### src/rtl/acc_pkg.sv
// Shared types and the per-pixel operation for the streaming pixel-map accelerator.
package acc_pkg;

    typedef enum logic [1:0] {
        MODE_COPY   = 2'd0,
        MODE_INVERT = 2'd1,
        MODE_THRESH = 2'd2,
        MODE_BRIGHT = 2'd3
    } mode_e;

    typedef enum logic [2:0] {
        S_IDLE  = 3'd0,
        S_PRIME = 3'd1,
        S_FILL  = 3'd2,
        S_RD    = 3'd3,
        S_WR    = 3'd4,
        S_DONE  = 3'd5
    } state_t;

    localparam logic [7:0] PIX_MAX = 8'd255;
    localparam logic [7:0] PIX_MIN = 8'd0;

    function automatic logic [7:0] pixel_op(input mode_e m, input logic [7:0] p,
                                            input logic [7:0] t);
        logic [8:0] sum;
        logic [7:0] res;
        sum = {1'b0, p} + {1'b0, t};
        case (m)
            MODE_COPY:   res = p;
            MODE_INVERT: res = PIX_MAX - p;
            MODE_THRESH: res = (p >= t) ? PIX_MAX : PIX_MIN;
            MODE_BRIGHT: res = sum[8] ? PIX_MAX : sum[7:0];
            default:     res = p;
        endcase
        return res;
    endfunction

endpackage

### src/rtl/acc_pixel_lane.sv
// Combinational 4-lane pixel operation applied to one packed 32-bit word.
module acc_pixel_lane
    import acc_pkg::*;
(
    input  mode_e       mode_i,
    input  logic [7:0]  thr_i,
    input  logic [31:0] data_i,
    output logic [31:0] data_o
);

    for (genvar g = 0; g < 4; g++) begin : g_lane
        assign data_o[g*8 +: 8] = pixel_op(mode_i, data_i[g*8 +: 8], thr_i);
    end

endmodule

### src/rtl/acc_pixel_map.sv
// Streams an image from SRC_BASE to DST_BASE through a per-pixel op, alternating
// read and write on the single-port memory (one word per two cycles).
module acc_pixel_map
    import acc_pkg::*;
#(
    parameter int IMG_W    = 352,
    parameter int IMG_H    = 288,
    parameter int SRC_BASE = 0,
    parameter int DST_BASE = IMG_W * IMG_H / 4,
    parameter int ADDR_W   = 16
) (
    input  logic              clk,
    input  logic              reset,
    output logic [ADDR_W-1:0] addr,
    input  logic [31:0]       dataR,
    output logic [31:0]       dataW,
    output logic              en,
    output logic              we,
    input  logic              start,
    input  logic [1:0]        mode,
    input  logic [7:0]        thr,
    output logic              finish,
    output state_t            dbg_state
);

    localparam int N_WORDS = IMG_W * IMG_H / 4;
    localparam int CNT_W   = $clog2(N_WORDS + 1);

    localparam logic [ADDR_W-1:0] SRC_A = ADDR_W'(SRC_BASE);
    localparam logic [ADDR_W-1:0] DST_A = ADDR_W'(DST_BASE);
    localparam logic [CNT_W-1:0]  LAST  = CNT_W'(N_WORDS - 1);
    localparam logic [CNT_W-1:0]  NW    = CNT_W'(N_WORDS);
    localparam logic [CNT_W-1:0]  ONE   = CNT_W'(1);

    state_t           state_q, state_d;
    logic [CNT_W-1:0] rd_k_q, rd_k_d;
    logic [CNT_W-1:0] wr_k_q, wr_k_d;
    logic [31:0]      out_q, out_d;
    mode_e            mode_q, mode_d;
    logic [7:0]       thr_q, thr_d;
    logic [31:0]      lane_out;

    acc_pixel_lane u_lane (
        .mode_i (mode_q),
        .thr_i  (thr_q),
        .data_i (dataR),
        .data_o (lane_out)
    );

    always_ff @(posedge clk) begin
        if (reset) begin
            state_q <= S_IDLE;
            rd_k_q  <= '0;
            wr_k_q  <= '0;
            out_q   <= '0;
            mode_q  <= MODE_COPY;
            thr_q   <= '0;
        end else begin
            state_q <= state_d;
            rd_k_q  <= rd_k_d;
            wr_k_q  <= wr_k_d;
            out_q   <= out_d;
            mode_q  <= mode_d;
            thr_q   <= thr_d;
        end
    end

    // Memory protocol: a request is en=1 for one cycle; with we=0 the word at addr
    // appears on dataR in the following cycle, with we=1 dataW is stored at addr.
    always_comb begin
        state_d = state_q;
        rd_k_d  = rd_k_q;
        wr_k_d  = wr_k_q;
        out_d   = out_q;
        mode_d  = mode_q;
        thr_d   = thr_q;
        en      = 1'b0;
        we      = 1'b0;
        addr    = '0;
        finish  = 1'b0;
        case (state_q)
            S_IDLE: begin
                if (start) begin
                    mode_d  = mode_e'(mode);
                    thr_d   = thr;
                    rd_k_d  = '0;
                    wr_k_d  = '0;
                    state_d = S_PRIME;
                end
            end
            S_PRIME: begin
                en      = 1'b1;
                addr    = SRC_A;
                rd_k_d  = ONE;
                state_d = S_FILL;
            end
            S_FILL: begin
                en      = 1'b1;
                addr    = SRC_A + ADDR_W'(1);
                out_d   = lane_out;
                rd_k_d  = CNT_W'(2);
                state_d = S_WR;
            end
            S_WR: begin
                en     = 1'b1;
                we     = 1'b1;
                addr   = DST_A + ADDR_W'(wr_k_q);
                out_d  = lane_out;
                wr_k_d = wr_k_q + ONE;
                if (wr_k_q == LAST) begin
                    state_d = S_DONE;
                end else if (rd_k_q < NW) begin
                    state_d = S_RD;
                end else begin
                    state_d = S_WR;
                end
            end
            S_RD: begin
                en      = 1'b1;
                addr    = SRC_A + ADDR_W'(rd_k_q);
                rd_k_d  = rd_k_q + ONE;
                state_d = S_WR;
            end
            S_DONE: begin
                finish = 1'b1;
                if (!start) begin
                    state_d = S_IDLE;
                end
            end
            default: begin
                state_d = S_IDLE;
            end
        endcase
    end

    assign dataW     = out_q;
    assign dbg_state = state_q;

endmodule

### config.mk
export PLATFORM = sky130hd
export DESIGN_NAME = acc_pixel_map
export DESIGN_NICKNAME = d
export VERILOG_FILES = /design/src/rtl/acc_pkg.sv /design/src/rtl/acc_pixel_lane.sv /design/src/rtl/acc_pixel_map.sv
export SDC_FILE = /design/constraint.sdc
export NUM_CORES = 1
export LEC_CHECK = 0
export CAP_MARGIN = 25
export CELL_PAD_IN_SITES_DETAIL_PLACEMENT = 0
export CELL_PAD_IN_SITES_GLOBAL_PLACEMENT = 1
export CORE_UTILIZATION = 37
export CTS_BUF_LIST = sky130_fd_sc_hd__clkbuf_16
export CTS_CLUSTER_DIAMETER = 150
export DETAILED_ROUTE_END_ITERATION = 10
export GPL_TIMING_DRIVEN = 0
export PLACE_DENSITY_LB_ADDON = 0.1
export SYNTH_ARGS = -nofsm -noshare
export SYNTH_HDL_FRONTEND = slang
export SYNTH_HIERARCHICAL = 1
export SYNTH_SLANG_ARGS = --single-unit
### constraint.sdc
create_clock -name clk -period 2.9 [get_ports clk]
set_input_delay 0.725 -clock clk [delete_from_list [all_inputs] [get_ports clk]]
set_output_delay 0.725 -clock clk [all_outputs]
set_load 0.01 [all_outputs]
# --- Word level (Yosys, flattened, before mapping) ---
# Cells that the tools add are included.
classes:
  magnitude_cmp: 5
  n_addsub: 11
  reduce_logical: 11
  n_mux: 24
  eq_ne: 11
ops:
  columns: ["op", "n"]
  rows:
  - ["one-hot mux 8 bit (4 select lines)", 4]
  - ["two-way mux 8 bit", 8]
  - ["one-hot mux 15 bit (4 select lines)", 1]
  - ["one-hot mux 16 bit (3 select lines)", 1]
  - ["adder 8 x 8 -> 9 bit", 4]
  - [">= comparator 8 bit", 4]
  - ["subtractor 8 bit, first input constant", 4]
  - ["adder 15 x 1 -> 15 bit, second input constant", 2]
  - ["one-hot mux 15 bit (2 select lines)", 1]
  - ["adder 15 x 15 -> 16 bit, first input constant", 1]
  - ["equality test 15 bit, second input constant", 1]
  - ["less-than comparator 15 bit, second input constant", 1]
  - ["two-way mux 15 bit", 1]
  - ["one-hot mux 3 bit (5 select lines)", 1]
  - ["two-way mux 3 bit", 4]
  - ["AND reduction 2 bit", 4]
  - ["equality test 3 x 2 -> 1 bit, second input constant", 2]
  - ["equality test 3 bit, second input constant", 2]
  - ["equality test 2 bit, second input constant", 2]
  - ["!= test 2 bit, second input constant", 2]
  - ["nonzero test 4 bit", 1]
  - ["OR reduction 2 bit", 2]
  - ["OR reduction 4 bit", 1]
  - ["equality test 3 x 1 -> 1 bit, second input constant", 1]
  - ["other kinds (5)", 7]
totals:
  regBits: 75
  input_bits: 45
  wordCells: 68
  output_inout_bits: 54

# --- Depth between registers and ports, before layout ---
# Gate-level depths: netlist (run 1).
depth:
  depth_word: 4
  depth_mapped: 11
  depth_no_buf: 10

# --- Hierarchy ---
# Netlist (run 1), hierarchy kept.
by_module_without_submodules:
  columns: ["module", "area_per_inst_um2", "instances", "cells_per_inst", "seq_area_each_um2"]
  rows:
  - ["acc_pixel_map", 3438.3, 1, 443, 1501.4]
  - ["acc_pixel_lane", 2914.0, 1, 389, 0.0]

# --- Worst setup path after synthesis (run 1) ---
# No wires, ideal clock.
synth_path:
  kind: "input -> register"
  start: "in dataR[8]"
  end: "reg out_q[11] (netlist: dataW[11])"
  path_stages: 9
  t_required_ns: 2.768
  t_arrival_ns: 2.591
  path_slack_ns: 0.178
  setup_ns: 0.132
  path_cell_list: "ha_1 fa_1 a21oi_1 o221ai_1 o31ai_1 a21oi_1 a211o_1 nand2_1 a21oi_1"
synth_via:
  elab_chain_len: 3
synth_rtl:
  columns: ["element", "line_no", "text"]
  rows:
  - ["start, declared", "acc_pixel_map.sv:15", "input logic [31:0] dataR,"]
  - ["adder 8 x 8 -> 9 bit / >= comparator 8 bit (equally long branches)", "acc_pkg.sv:27, acc_pkg.sv:31", null]
  - ["two-way mux 8 bit (on tied branches)", "acc_pkg.sv:32, acc_pkg.sv:31", null]
  - ["one-hot mux 8 bit (4 select lines) (*)", "acc_pkg.sv:28", "case (m)"]
  - ["named net lane_out[11]", "acc_pixel_map.sv:41", "logic [31:0] lane_out;"]
  - ["end signal, assigned", "acc_pixel_map.sv:62", "out_q <= out_d;"]
  - ["end, declared", "acc_pixel_map.sv:38", "logic [31:0] out_q, out_d;"]
# The timed path passes the listed nets; every way through them passes the cells marked *.
# A chain may end at the register's enable or synchronous reset.

# --- Final worst setup path (run 1) ---
layout_path:
  start: "reg state_q[0] (netlist: dbg_state[0])"
  end: "out addr[5]"
layout_via:
  elab_chain_len: 2
layout_rtl:
  columns: ["element", "line_no", "text"]
  rows:
  - ["start, declared", "acc_pixel_map.sv:35", "state_t state_q, state_d;"]
  - ["start signal, assigned", "acc_pixel_map.sv:59", "state_q <= state_d;"]
  - ["equality test 3 x 2 -> 1 bit / equality test 3 bit (equally long branches)", "acc_pixel_map.sv:81", "case (state_q)"]
  - ["one-hot mux 16 bit (3 select lines) (*)", "acc_pixel_map.sv:81", null]
  - ["end, declared", "acc_pixel_map.sv:14", "output logic [ADDR_W-1:0] addr,"]
# Mark *: on every way between the ends. The rest lies on a longest branch, timed or not.

==> results of run 1 <==
[cell usage after synthesis (4+ instances only)]
cell type / number
sky130_fd_sc_hd__a211o_1: 9
sky130_fd_sc_hd__a211oi_1: 5
sky130_fd_sc_hd__a21o_1: 6
sky130_fd_sc_hd__a21oi_1: 88
sky130_fd_sc_hd__a22o_1: 6
sky130_fd_sc_hd__a22oi_1: 8
sky130_fd_sc_hd__a311oi_1: 5
sky130_fd_sc_hd__a31oi_1: 8
sky130_fd_sc_hd__and2_1: 4
sky130_fd_sc_hd__and3_1: 6
sky130_fd_sc_hd__and4_1: 4
sky130_fd_sc_hd__buf_2: 4
sky130_fd_sc_hd__clkbuf_1: 37
sky130_fd_sc_hd__dfxtp_1: 75
sky130_fd_sc_hd__fa_1: 4
sky130_fd_sc_hd__ha_1: 69
sky130_fd_sc_hd__inv_1: 36
sky130_fd_sc_hd__mux2_2: 8
sky130_fd_sc_hd__nand2_1: 118
sky130_fd_sc_hd__nand2b_1: 16
sky130_fd_sc_hd__nand3_1: 18
sky130_fd_sc_hd__nand4_1: 13
sky130_fd_sc_hd__nor2_1: 46
sky130_fd_sc_hd__nor2b_1: 14
sky130_fd_sc_hd__nor3_1: 20
sky130_fd_sc_hd__o211ai_1: 7
sky130_fd_sc_hd__o21ai_0: 52
sky130_fd_sc_hd__o21bai_1: 12
sky130_fd_sc_hd__o31ai_1: 7
sky130_fd_sc_hd__o41ai_1: 5
sky130_fd_sc_hd__or2_2: 5
sky130_fd_sc_hd__or3_1: 8
sky130_fd_sc_hd__or4_1: 8
sky130_fd_sc_hd__xnor2_1: 20
sky130_fd_sc_hd__xor2_1: 28
[power by group through the flow]
stage          Sequential (mW)  Combinational, mW  Clock [mW]
5_1_grt                   1.15               1.18        1.39
4_1_cts                   1.14               1.02        1.34
3_5_place_dp              1.17              0.975           0
6_report                  1.15               1.08        1.31
3_3_place_gp              1.16              0.963           0
2_1_floorplan             1.16              0.607           0
[per-stage QoR]
step,worst slack (ps),instances,utilization (%)
after global placement,-743,1150,45.6
after global routing,-22.5,1173,50.2
final,56.5,1173,50.2
after CTS,1.60,1170,48.7
after floorplan,178,832,-
after detailed placement,-765,1150,45.6
[logic make-up after synthesis]
logic type | after synthesis | share of synthesized area [%]
xor gates and xnor gates | 48 | 6.62
buffers and inverters | 83 | 5.06
muxes | 8 | 1.42
DFF | 75 | 23.6
and+or+nand+nor | 300 | 23.4
adders and majority gates | 73 | 14.9
AOI/OAI and AO/OA | 245 | 25.0
[worst register-to-register path, cell delays in order, from the launching register on]
cell and delay [ps]:
sky130_fd_sc_hd__dfxtp_4 490, sky130_fd_sc_hd__inv_1 230, sky130_fd_sc_hd__ha_1 380, sky130_fd_sc_hd__nand2b_1 190, sky130_fd_sc_hd__a221oi_2 310, sky130_fd_sc_hd__o41ai_1 140
sky130_fd_sc_hd__or4_1 430, sky130_fd_sc_hd__a211oi_2 190, sky130_fd_sc_hd__o21ai_0 100, sky130_fd_sc_hd__nand2_1 90, sky130_fd_sc_hd__a21oi_1 70
[worst max path at each step]
| stage | slack (ps) | endpoint | from |
|---|---|---|---|
| floorplan | 180 | dataW[11]$_SDFFE_PP0P_ | dataR[8] |
| global placement | -740 | dataW[11]$_SDFFE_PP0P_ | dataR[8] |
| detailed placement | -770 | dataW[11]$_SDFFE_PP0P_ | dataR[8] |
| CTS | 2 | dataW[0]$_SDFFE_PP0P_ | dataR[6] |
| global route | -20 | dataW[24]$_SDFFE_PP0P_ | dataR[24] |
| finish | 60 | addr[5] | dbg_state[0]$_SDFFE_PP0P_ |
[placed cells by master (no fill, tap or decap), types with 6 or more instances in the layout]
master,count
sky130_fd_sc_hd__o21ai_1,6
sky130_fd_sc_hd__clkbuf_16,9
sky130_fd_sc_hd__xor2_1,28
sky130_fd_sc_hd__o21ai_0,48
sky130_fd_sc_hd__nand2_1,118
sky130_fd_sc_hd__mux2_2,8
sky130_fd_sc_hd__or3_1,8
sky130_fd_sc_hd__dlygate4sd2_1,12
sky130_fd_sc_hd__a22oi_1,7
sky130_fd_sc_hd__clkbuf_1,27
sky130_fd_sc_hd__clkdlybuf4s50_1,69
sky130_fd_sc_hd__ha_2,11
sky130_fd_sc_hd__xnor2_1,20
sky130_fd_sc_hd__inv_1,35
sky130_fd_sc_hd__nor3_1,20
sky130_fd_sc_hd__o211ai_1,7
sky130_fd_sc_hd__nand3_1,18
sky130_fd_sc_hd__a21o_1,6
sky130_fd_sc_hd__buf_4,13
sky130_fd_sc_hd__ha_4,7
sky130_fd_sc_hd__nand2b_1,16
sky130_fd_sc_hd__dlymetal6s2s_1,17
sky130_fd_sc_hd__nor2b_1,14
sky130_fd_sc_hd__or4_1,8
sky130_fd_sc_hd__nor2_1,46
sky130_fd_sc_hd__o21bai_1,12
sky130_fd_sc_hd__ha_1,51
sky130_fd_sc_hd__nand4_1,13
sky130_fd_sc_hd__a21oi_1,86
sky130_fd_sc_hd__a211o_1,9
sky130_fd_sc_hd__dfxtp_1,69
sky130_fd_sc_hd__o31ai_1,6
sky130_fd_sc_hd__a22o_1,6
[state kept, by name, indices dropped and copies added (netlist names)]
| signal | cells |
|---|---|
| dbg_state | 3 |
| rd_k_q | 15 |
| dataW | 32 |
| mode_q | 2 |
| wr_k_q | 15 |
| thr_q | 8 |
[area by class of cell]
class | count | area [um^2]
plain buffers | 40 | 186
clock buffers | 9 | 225
clock inverters | 7 | 124
fillers | 1633 | 8310
inverters | 37 | 143
multi-input cells | 674 | 4820
flip-flops and latches | 75 | 1510
well taps | 220 | 275
repair buffers | 111 | 1110
[per-layer routing]
layer	track usage (%)	vias up	part of all wire (%)
li1	-	3191	-
met1	34.2	3137	49
met2	38.9	188	45
met3	3.68	17	4.9
met4	6.83	0	1.3
met5	0	-	0
[timing repair]
action	CTS	global route
resized for setup	43	65
setup endpoints to repair	47	40
buffers inserted	7	6
pin swaps	9	10
endpoints found under the hold margin	0	0
cloned	0	0
==> run summary, run 1 <==
The floorplan step defined a die boundary enclosing 17700 um^2. The placed instances occupy a cell area of 7610 um^2. The end of the worst register-to-register path is dataW[7]$_SDFFE_PP0P_. The tools report the TritonCTS buffer count as 9. End point of the worst hold path: dataW[31]$_SDFFE_PP0P_. For the worst setup path, the data arrival time is 2120 ps. The highest ir drop seen on vdd was 380 uV; the number of iterations in the first detailed-routing pass was 5. The cell family with the largest share of critical-path delay was buffers and inverters. Critical path launch point type: a register. In this run the most critical hold path is launched from dataW[31]$_SDFFE_PP0P_. The number of global-route vias before repair is 6390. The clock insertion delay at the later pin of the skew report came out at 350 ps. The initial antenna violation count was 0; the width of the die was 133 um. Counting every sink on the clock net gives 75. The die extent in y came out at 133 um.

Most frequently used flop master after synthesis: sky130_fd_sc_hd__dfxtp_1. The setup check on the worst reg-to-reg path leaves a slack of 150 ps. The flow ran to the end, and the final reports show no timing, DRC or antenna violations.

The worst slew slack as a fraction of its limit came out at 45.3%. The half-perimeter wire length after placement was 16.3 mm; the initial core utilization was 38.0%. Cell with the largest stage delay on the worst path: sky130_fd_sc_hd__clkdlybuf4s50_1.

Dividing total power by cell area gives a power density of 421 nW/um^2. For the data required time at the worst endpoint, the log shows 2170 ps. The fraction of registers with async set or reset after synthesis was 0%; the row count was 47.

Cell internal power was estimated by the tool at 2.42 mW. The detailed router finished its first iteration with 353 violations. The routed via count divided by cell count was 5.57; the setup total negative slack was 0 ps. Type of the most critical hold path: reg -> reg. The number of flops mapped to enable cells by yosys works out to 0. The count of endpoints failing hold in the final timing report was 0; the part of the total power dissipated in combinational logic was 30.5%. The tools report the number of warnings printed during yosys synthesis as 6.

The part of the Yosys area used for sequential elements is 23.6%. Hold timing on the final database bottoms out at a slack of 460 ps. Derived from the worst setup path, the maximum achievable clock frequency is 0.352 GHz. Counting instances, the worst hold path has a depth of 2. For this run, the slowest stage of the critical path takes 540 ps. The clock slew at the register clock pins of the worst setup and hold paths is 70 ps, and the static leakage power is 3.33 nW. Yosys attributes the largest share of cell area to sky130_fd_sc_hd__dfxtp_1 24%, sky130_fd_sc_hd__ha_1 14%, sky130_fd_sc_hd__nand2_1 7.0%. After detailed routing, the average wire length per cell comes to 18.2 um. For this block, the routed nets add up to 21.3 mm of wire. For this run, design rule violations remaining after detail routing come to 0. Synthesis produced 832 cells. Net switching is 31.6% of the power. The cell at the root of the clock tree is sky130_fd_sc_hd__clkbuf_16.

The startpoint identified for the worst register-to-register timing path is thr_q[1]$_SDFFE_PP0P_. The final critical path takes up 98.1% of the cycle. The minimum period implied by the final worst setup slack is 2840 ps. The synthesized netlist contains 71 unique library cells. The post-route clock skew is 13.2 ps, and the number of input and output port buffers inserted is 98. The analysis attributes to net switching a power of 1.12 mW.

The logs give 6533 for the total number of vias and 0 for the hold buffer count at CTS. The setup path with the least slack is of type reg -> out. The design draws 3.53 mW.

The weighted congestion at the end of routability-driven global placement is 0.889. Of the cells placed in the final design, the portion with a size suffix greater than 1 is 12.3%. The first global-routing pass estimated 33.7 mm of wire. The area share of the largest cell type after synthesis was 23.6%. Entering global routing, the biggest net connects 15 pins. Together, buffers and inverters on the worst path number 2. The run gives 8390 um^2 as the final instance area. The signal on the critical path passes through clkbuf_2 -> nor4bb_4 -> a21o_1 -> clkdlybuf4s50_1.

The logs give 37.0% for the fraction of power consumed by the clock network and 0 for the total grt overflow. Critical path capture point type: a primary output. The buffer levels on the longest clock path is 2, and the number of nets in the layout is 1066. The number of antenna diodes in the final layout is 0.

Across every metal layer, demand over resource in global routing totals 24.5%. After synthesis the netlist holds a flip-flop and latch count of 75. Counting cells, the worst reg-to-reg path comes to 10. The logs give 6350 um^2 for the mapped cell area and 0 for the total of max-cap violations. The region available for standard cell placement spans 16700 um^2.

CTS built an H-tree with a depth of 3. Of all nets on the critical path, the largest fanout is 10. At the pin with the least slew margin, the transition time is 809 ps.

The number of nets in the synthesized netlist is 950. A synthesized cell averages 7.64 um^2. The layout overhead on the synthesized area is 32.0%, and the cell count along the critical path is 4. The largest total area in the synthesized netlist belongs to sky130_fd_sc_hd__dfxtp_1. Setup violations remaining at the end of the flow were counted as 0. The logs give 32.4% for the sequential cell fraction of total power and 0 for the count of antenna-violating nets left after detailed routing. TritonCTS built the clock tree. The total count of max-transition violations in the final report came out at 0.

The number of placed I/O pins is 99.
Note: power is estimated with default switching activity, not from simulation.
==> run 2: changes to the inputs <==
--- a/config.mk
+++ b/config.mk
@@ -14,5 +14,5 @@
 export DETAILED_ROUTE_END_ITERATION = 10
 export GPL_TIMING_DRIVEN = 0
-export PLACE_DENSITY_LB_ADDON = 0.1
+export PLACE_DENSITY = 0.78
 export SYNTH_ARGS = -nofsm -noshare
 export SYNTH_HDL_FRONTEND = slang
==> constraint.sdc (replaced) <==
create_clock -name clk -period 2.9 [get_ports clk]
set_input_delay 0.58 -clock clk [delete_from_list [all_inputs] [get_ports clk]]
set_output_delay 0.58 -clock clk [all_outputs]
set_load 0.01 [all_outputs]
==> run 2 against run 1 <==
  * Via count down 2.1%
  * Critical path depth up 1
  * Fmax up 0.60%
  * Hold slack worse by 6.2 ps
  * Sequential power about the same
  * Critical endpoint is now addr[12]
  * Largest cell class unchanged
  * Highest routed layer unchanged
==> run summary, run 2 (synthesis gave the netlist of run 1 again) <==
The flow ran to the end, and the final reports show no timing, DRC or antenna violations. The fraction of final layout cells sized beyond drive strength 1 came out at 9.82% (was 12.3%). The fraction of the cycle the final worst path needs came out at 97.5% (was 98.1%). For the count of antenna diodes in the layout, the log shows 0 (unchanged).

Setup repair after global routing could not meet its margin everywhere. The tools report the end point of the worst hold path as dataW[26]$_SDFFE_PP0P_ (was dataW[31]$_SDFFE_PP0P_). The total routed wirelength was 20.1 mm (was 21.3 mm); the worst slew slack as a fraction of its limit was 49.3% (was 45.3%). The power per cell area was 412 nW/um^2 (was 421 nW/um^2).

The half-perimeter wire length after placement came out at 15.2 mm (was 16.3 mm). The transition time at the pin with the least slew margin was 750 ps (was 809 ps); the upper clock frequency limit was 0.354 GHz (was 0.352 GHz). The tools report the data required time at the worst endpoint as 2320 ps (was 2170 ps). The origin of the worst min-delay path is dataW[26]$_SDFFE_PP0P_ (was dataW[31]$_SDFFE_PP0P_).

The logs give 47 (unchanged) for the row count and 6395 (was 6533) for the total number of vias. The logs give 15 (unchanged) for the pin count of the biggest net entering global routing and 9 (unchanged) for the TritonCTS buffer count. Commonest cells after routing, fill and taps aside: 118 x sky130_fd_sc_hd__nand2_1, 90 x sky130_fd_sc_hd__clkdlybuf4s50_1, 87 x sky130_fd_sc_hd__a21oi_1 (was 118 x sky130_fd_sc_hd__nand2_1, 86 x sky130_fd_sc_hd__a21oi_1, 69 x sky130_fd_sc_hd__dfxtp_1, 69 x sky130_fd_sc_hd__clkdlybuf4s50_1, 51 x sky130_fd_sc_hd__ha_1). The total of max-cap violations was 0 (unchanged); the number of flip-flops in the largest register was 32 (unchanged). The run gives 0 ps (unchanged) as the setup total negative slack.

The starting DRC count in detailed routing is 373 (was 353). The minimum period implied by the final worst setup slack came out at 2830 ps (was 2840 ps). The register-to-register setup slack was 140 ps (was 150 ps). Worst flop-to-flop path startpoint: thr_q[3]$_SDFFE_PP0P_ (was thr_q[1]$_SDFFE_PP0P_).

The startpoint-to-endpoint class of the critical path was reg -> out (unchanged). The number of global-route vias before repair is 6052 (was 6390), and the total count of max-transition violations in the final report is 0 (unchanged). The end of the worst register-to-register path was dataW[13]$_SDFFE_PP0P_ (was dataW[7]$_SDFFE_PP0P_).

The layout overhead on the synthesized area was 28.4% (was 32.0%). The largest fanout on the critical path works out to 10 (unchanged). The number of placed I/O pins was 99 (unchanged). The total grt overflow is 0 (unchanged), and the length in cells of the worst reg-to-reg path is 11 (was 10).

The detail-routed net length per standard cell works out to 17.2 um (was 18.2 um). Post-route core utilization: 48.8% (was 50.2%). The hold buffer count at CTS came out at 0 (unchanged).

The routed via count divided by cell count was 5.48 (was 5.57). The run gives 4700 um^2 (was 4820 um^2) as the combined area of the multi-input logic cells. The number of iterations in the first detailed-routing pass was 6 (was 5); the number of input and output port buffers inserted was 98 (unchanged).

The run gives 1510 um^2 (about the same) as the register cell area after layout. For the count of antenna-violating nets left after detailed routing, the log shows 0 (unchanged). The tools report the worst setup slack after layout as 73.3 ps (was 56.5 ps). The run gives 3.10 nW (was 3.33 nW) as the static leakage power.

The type of the most critical hold path was reg -> reg (unchanged). The most common library cell in the layout ignoring fill and taps was sky130_fd_sc_hd__nand2_1 (unchanged). The tools report the cell at the root of the clock tree as sky130_fd_sc_hd__clkbuf_16 (unchanged).

The width of the die was 133 um (unchanged); the buffer levels on the longest clock path was 2 (unchanged). Clock slew at the register clock pins of the worst setup and hold paths: 60 ps (was 70 ps). The run gives -649 ps (was -765 ps) as the setup slack after placement. The critical path capture point type was a primary output (unchanged).

The logs give 0.892 (was 0.889) for the weighted congestion at the end of routability-driven global placement and 0 (unchanged) for the count of endpoints failing hold in the final timing report. The logs give 38.0% (unchanged) for the initial core utilization and 6.40 ps (was 13.2 ps) for the post-route clock skew. Total of endpoints with negative setup slack in the final report: 0 (unchanged).

The die area was 17700 um^2 (unchanged); the overall global routing resource usage was 23.5% (was 24.5%). Critical path launch point type: a register (unchanged). TritonCTS built the clock tree. Level count of the clock H-tree: 3 (unchanged). The number of remaining DRC errors was 0 (unchanged); the number of cells on the worst hold path was 2 (unchanged).

The tools report the clock insertion delay at the later pin of the skew report as 350 ps (about the same). The logs give 2250 ps (was 2120 ps) for the arrival time at the worst endpoint and 1730 (was 1633) for the number of fillers in the final layout. The die extent in y works out to 133 um (unchanged). First-pass GRT wire length: 32.5 mm (was 33.7 mm). The tools report the highest ir drop seen on vdd as 347 uV (was 380 uV). The logs give 16700 um^2 (unchanged) for the core region area and 75 (unchanged) for the clock sink count.

The number of nets in the layout was 1061 (was 1066). The initial antenna violation count came out at 0 (unchanged).
run 2: cell count changes in the layout (fill, tap and decap cells not counted), sizes merged:
| cell | delta |
|---|---|
| clkdlybuf4s50 | +21 |
| dlygate4sd2 | -11 |
| dlymetal6s2s | -10 |
| buf | -5 |
| clkinv | +2 |
| bufinv | -1 |
| clkinvlp | -1 |
| inv | -1 |
run 2: metal layers:
layer / GRT usage, % / vias up / part of all wire [%]
li1: - / 3194 / -
met1: 32.3 / 3031 / 48
met2: 38.0 / 151 / 46
met3: 4.14 / 19 / 4.3
met4: 5.56 / 0 / 1.3
met5: 0 / - / 0
run 2: cell type report:
cell class / instances / share of cell area [%]
inverters: 37 / 1.75
plain buffers: 42 / 2.13
clock buffers: 9 / 2.76
multi-input cells: 674 / 57.6
well taps: 220 / 3.38
repair buffers: 104 / 12.8
flip-flops and latches: 75 / 18.5
clock inverters: 6 / 1.01
run 2: timing repair:
item	4_1_cts	5_1_grt
gates resized for setup	18	41
buffers inserted	1	5
endpoints found under the setup margin	45	41
pin swaps	2	3
run 2: worst max path at each step:
stage	start	end	slack, ps	depth (start not counted)
after global routing	dbg_state[0]$_SDFFE_PP0P_	addr[5]	-30	4
after CTS	dataR[0]	dataW[4]$_SDFFE_PP0P_	-0.6	11
after floorplan	dataR[8]	dataW[11]$_SDFFE_PP0P_	320	9
final	dbg_state[2]$_SDFFE_PP0P_	addr[12]	70	5
after detailed placement	dataR[8]	dataW[12]$_SDFFE_PP0P_	-650	10
after global placement	dataR[8]	dataW[12]$_SDFFE_PP0P_	-710	10
run 2: worst max-delay path, stage by stage (launching register included):
cell,delay [ps]
sky130_fd_sc_hd__dfxtp_1,330
sky130_fd_sc_hd__buf_4,160
sky130_fd_sc_hd__or3b_4,440
sky130_fd_sc_hd__buf_2,200
sky130_fd_sc_hd__o21ai_0,200
sky130_fd_sc_hd__clkdlybuf4s50_1,570
run 2: metrics by stage:
step / cell area [um^2] / instances / power, mW / hold WS [ps]
final: 8160 / 1167 / 3.36 / 454
after floorplan: 6350 / 832 / 1.76 / 465
after global routing: 8160 / 1167 / 3.55 / 480
after global placement: 7610 / 1150 / 2.13 / 444
after detailed placement: 7610 / 1150 / 2.14 / 448
after CTS: 7990 / 1165 / 3.35 / 456
run 2: power by group:
group          total (mW)  internal, mW  switching (mW)  leakage [nW]
combinational        1.03         0.457           0.577          2.33
sequential           1.14          1.08          0.0596         0.611
clock                1.19         0.743           0.443         0.156
total                3.36          2.28            1.08          3.10
==> run 3: changes to the inputs <==
- CTS_BUF_LIST: sky130_fd_sc_hd__clkbuf_16 -> not set
- GPL_ROUTABILITY_DRIVEN: not set -> 0
==> run 3 against run 2 <==
  * Hold slack is the same
  * Setup slack gained 1.2 ps
  * Sequential power is essentially flat
  * Fmax is essentially flat
  * Cell count is the same
  * Final area is the same
  * Non-clock buffer count is the same
  * Die area is the same
  * Sequential cell count is the same
  * Global-route usage is the same
==> run summary, run 3 (synthesis gave the netlist of run 1 again) <==
The run gives 0 (unchanged) as the count of antenna diodes in the layout. The cell at the root of the clock tree is sky130_fd_sc_hd__clkbuf_16 (unchanged). The logs give 15.2 mm (unchanged) for the half-perimeter wire length after placement and 347 uV (about the same) for the highest ir drop seen on vdd.

The fraction of the cycle the final worst path needs came out at 97.4% (was 97.5%). The largest incremental delay on the critical path came out at 570 ps (about the same). The run finished with clean final reports. The run gives 47 (unchanged) as the row count. The cell family with the largest share of critical-path delay is buffers and inverters (unchanged).

The number of flip-flops in the largest register was 32 (unchanged). Setup repair after global routing could not meet its margin everywhere. The routed via count divided by cell count is 5.48 (unchanged), and the post-placement cell area is 7610 um^2 (unchanged).

The total of endpoints with negative setup slack in the final report was 0 (unchanged). Startpoint-to-endpoint class of the critical path: reg -> out (unchanged). The clock sink count is 75 (unchanged), and the total number of vias is 6395 (unchanged).

The die area came out at 17700 um^2 (unchanged). The transition time at the pin with the least slew margin works out to 738 ps (was 750 ps). Overall global routing resource usage: 23.5% (unchanged).

Register-to-register setup slack: 140 ps (about the same). The number of nets in the layout came out at 1061 (unchanged). The run gives 16700 um^2 (unchanged) as the core region area. The type of the most critical hold path was reg -> reg (unchanged). The cell with the largest stage delay on the worst path was sky130_fd_sc_hd__clkdlybuf4s50_1 (unchanged).

The logs give 0 (unchanged) for the count of endpoints failing hold in the final timing report and 2250 ps (about the same) for the arrival time at the worst endpoint. The critical path capture point type is a primary output (unchanged). The total routed wirelength came out at 20.1 mm (about the same). The largest fanout on the critical path is 10 (unchanged). Commonest cells after routing, fill and taps aside: 118 x sky130_fd_sc_hd__nand2_1, 90 x sky130_fd_sc_hd__clkdlybuf4s50_1, 87 x sky130_fd_sc_hd__a21oi_1 (unchanged). The total chip power is 3.37 mW (was 3.36 mW).

Buffer levels on the longest clock path: 2 (unchanged). The static leakage power came out at 3.09 nW (was 3.10 nW). The die extent in y is 133 um (unchanged), and the data required time at the worst endpoint is 2320 ps (about the same). The run gives 0 (unchanged) as the number of remaining DRC errors. The clock slew at the register clock pins of the worst setup and hold paths was 60 ps (about the same); the power per cell area was 413 nW/um^2 (was 412 nW/um^2). The tools report the level count of the clock H-tree as 3 (unchanged). The upper clock frequency limit was 0.354 GHz (about the same); the detail-routed net length per standard cell was 17.2 um (about the same). Minimum period implied by the final worst setup slack: 2830 ps (about the same).

Total count of max-transition violations in the final report: 0 (unchanged). The worst slew slack as a fraction of its limit came out at 50.1% (was 49.3%). The initial core utilization is 38.0% (unchanged). The pin count of the biggest net entering global routing is 15 (unchanged). Fraction of final layout cells sized beyond drive strength 1: 9.82% (unchanged). The logs give 0 (unchanged) for the total of max-cap violations and 32.5 mm (unchanged) for the first-pass GRT wire length. The run gives 372 (was 373) as the starting DRC count in detailed routing. Cell breakdown of the critical path: buf_4 -> or3b_4 -> buf_2 -> o21ai_0 -> clkdlybuf4s50_1 (unchanged).

The logs give 5 (was 6) for the number of iterations in the first detailed-routing pass and 0 (unchanged) for the count of antenna-violating nets left after detailed routing. The post-route clock skew was 6.60 ps (was 6.40 ps); the number of input and output port buffers inserted was 98 (unchanged). The clock insertion delay at the later pin of the skew report was 350 ps (about the same). The most common library cell in the layout ignoring fill and taps is sky130_fd_sc_hd__nand2_1 (unchanged). The count of buffering cells on the critical path with inverters included came out at 3 (unchanged).

Critical path launch point type: a register (unchanged). The run gives 0 (unchanged) as the total grt overflow. TritonCTS built the clock tree. The TritonCTS buffer count is 9 (unchanged), and the layout overhead on the synthesized area is 28.4% (unchanged).

For the initial antenna violation count, the log shows 0 (unchanged). The tools report the number of placed I/O pins as 99 (unchanged). For the final instance area, the log shows 8160 um^2 (unchanged). The number of global-route vias before repair is 6052 (unchanged), and the width of the die is 133 um (unchanged).
## run 3: final cells by class
class                           instances  area (um^2)
Fill cell                            1730         8550
Multi-Input combinational cell        674         4700
Sequential cell                        75         1510
Timing Repair Buffer                  104         1040
Tap cell                              220          275
Clock buffer                           10          229
Buffer                                 42          174
Inverter                               37          143
Clock inverter                          5         78.8
## run 3: final timing paths
path | from | endpoint | cells after the start
setup reg to reg | thr_q[3]$_SDFFE_PP0P_ | dataW[13]$_SDFFE_PP0P_ | 11
setup / recovery | dbg_state[2]$_SDFFE_PP0P_ | addr[12] | 5
hold / removal | dataW[26]$_SDFFE_PP0P_ | dataW[26]$_SDFFE_PP0P_ | 2
hold reg to reg | dataW[26]$_SDFFE_PP0P_ | dataW[26]$_SDFFE_PP0P_ | 2
## run 3: worst reg2reg max path, stage by stage (launching register included)
cell and delay (ps):
sky130_fd_sc_hd__dfxtp_2 470, sky130_fd_sc_hd__inv_1 230, sky130_fd_sc_hd__ha_2 450, sky130_fd_sc_hd__o21a_1 130
sky130_fd_sc_hd__o21ai_0 80, sky130_fd_sc_hd__o21bai_2 180, sky130_fd_sc_hd__a2111oi_4 90, sky130_fd_sc_hd__buf_4 160
sky130_fd_sc_hd__and2b_2 230, sky130_fd_sc_hd__a311oi_1 410, sky130_fd_sc_hd__nand2_1 120, sky130_fd_sc_hd__a21oi_1 130
## run 3: report_power, final
part	switching (mW)	leakage, nW	internal [mW]
clock network	0.443	0.152	0.747
logic	0.577	2.33	0.457
registers	0.0596	0.611	1.08
## run 3: timing repair
action | in CTS | in global routing
endpoints found under the setup margin | 45 | 41
resized for setup | 18 | 41
pin swaps | 2 | 3
hold buffers | 0 | 0
setup buffers | 1 | 5
## run 3: stage by stage
stage	instances	worst slack, ps	util (%)	TNS [ps]	hold slack, ps
after global placement	1150	-709	45.6	-11580	444
after detailed placement	1150	-649	45.6	-11420	448
after CTS	1165	-0.602	47.8	-0.602	456
after floorplan	832	323	-	0	465
after global routing	1167	-27.7	48.8	-46.9	480
final	1167	74.5	48.8	0	454
## run 3: layer usage
| metal | vias to the layer above | part of all wire, % | global-route usage (%) |
|---|---|---|---|
| met5 | - | 0 | 0 |
| met4 | 0 | 1.3 | 5.56 |
| met3 | 19 | 4.4 | 4.14 |
| met2 | 153 | 46 | 38.0 |
| met1 | 3029 | 48 | 32.3 |
| li1 | 3194 | - | - |
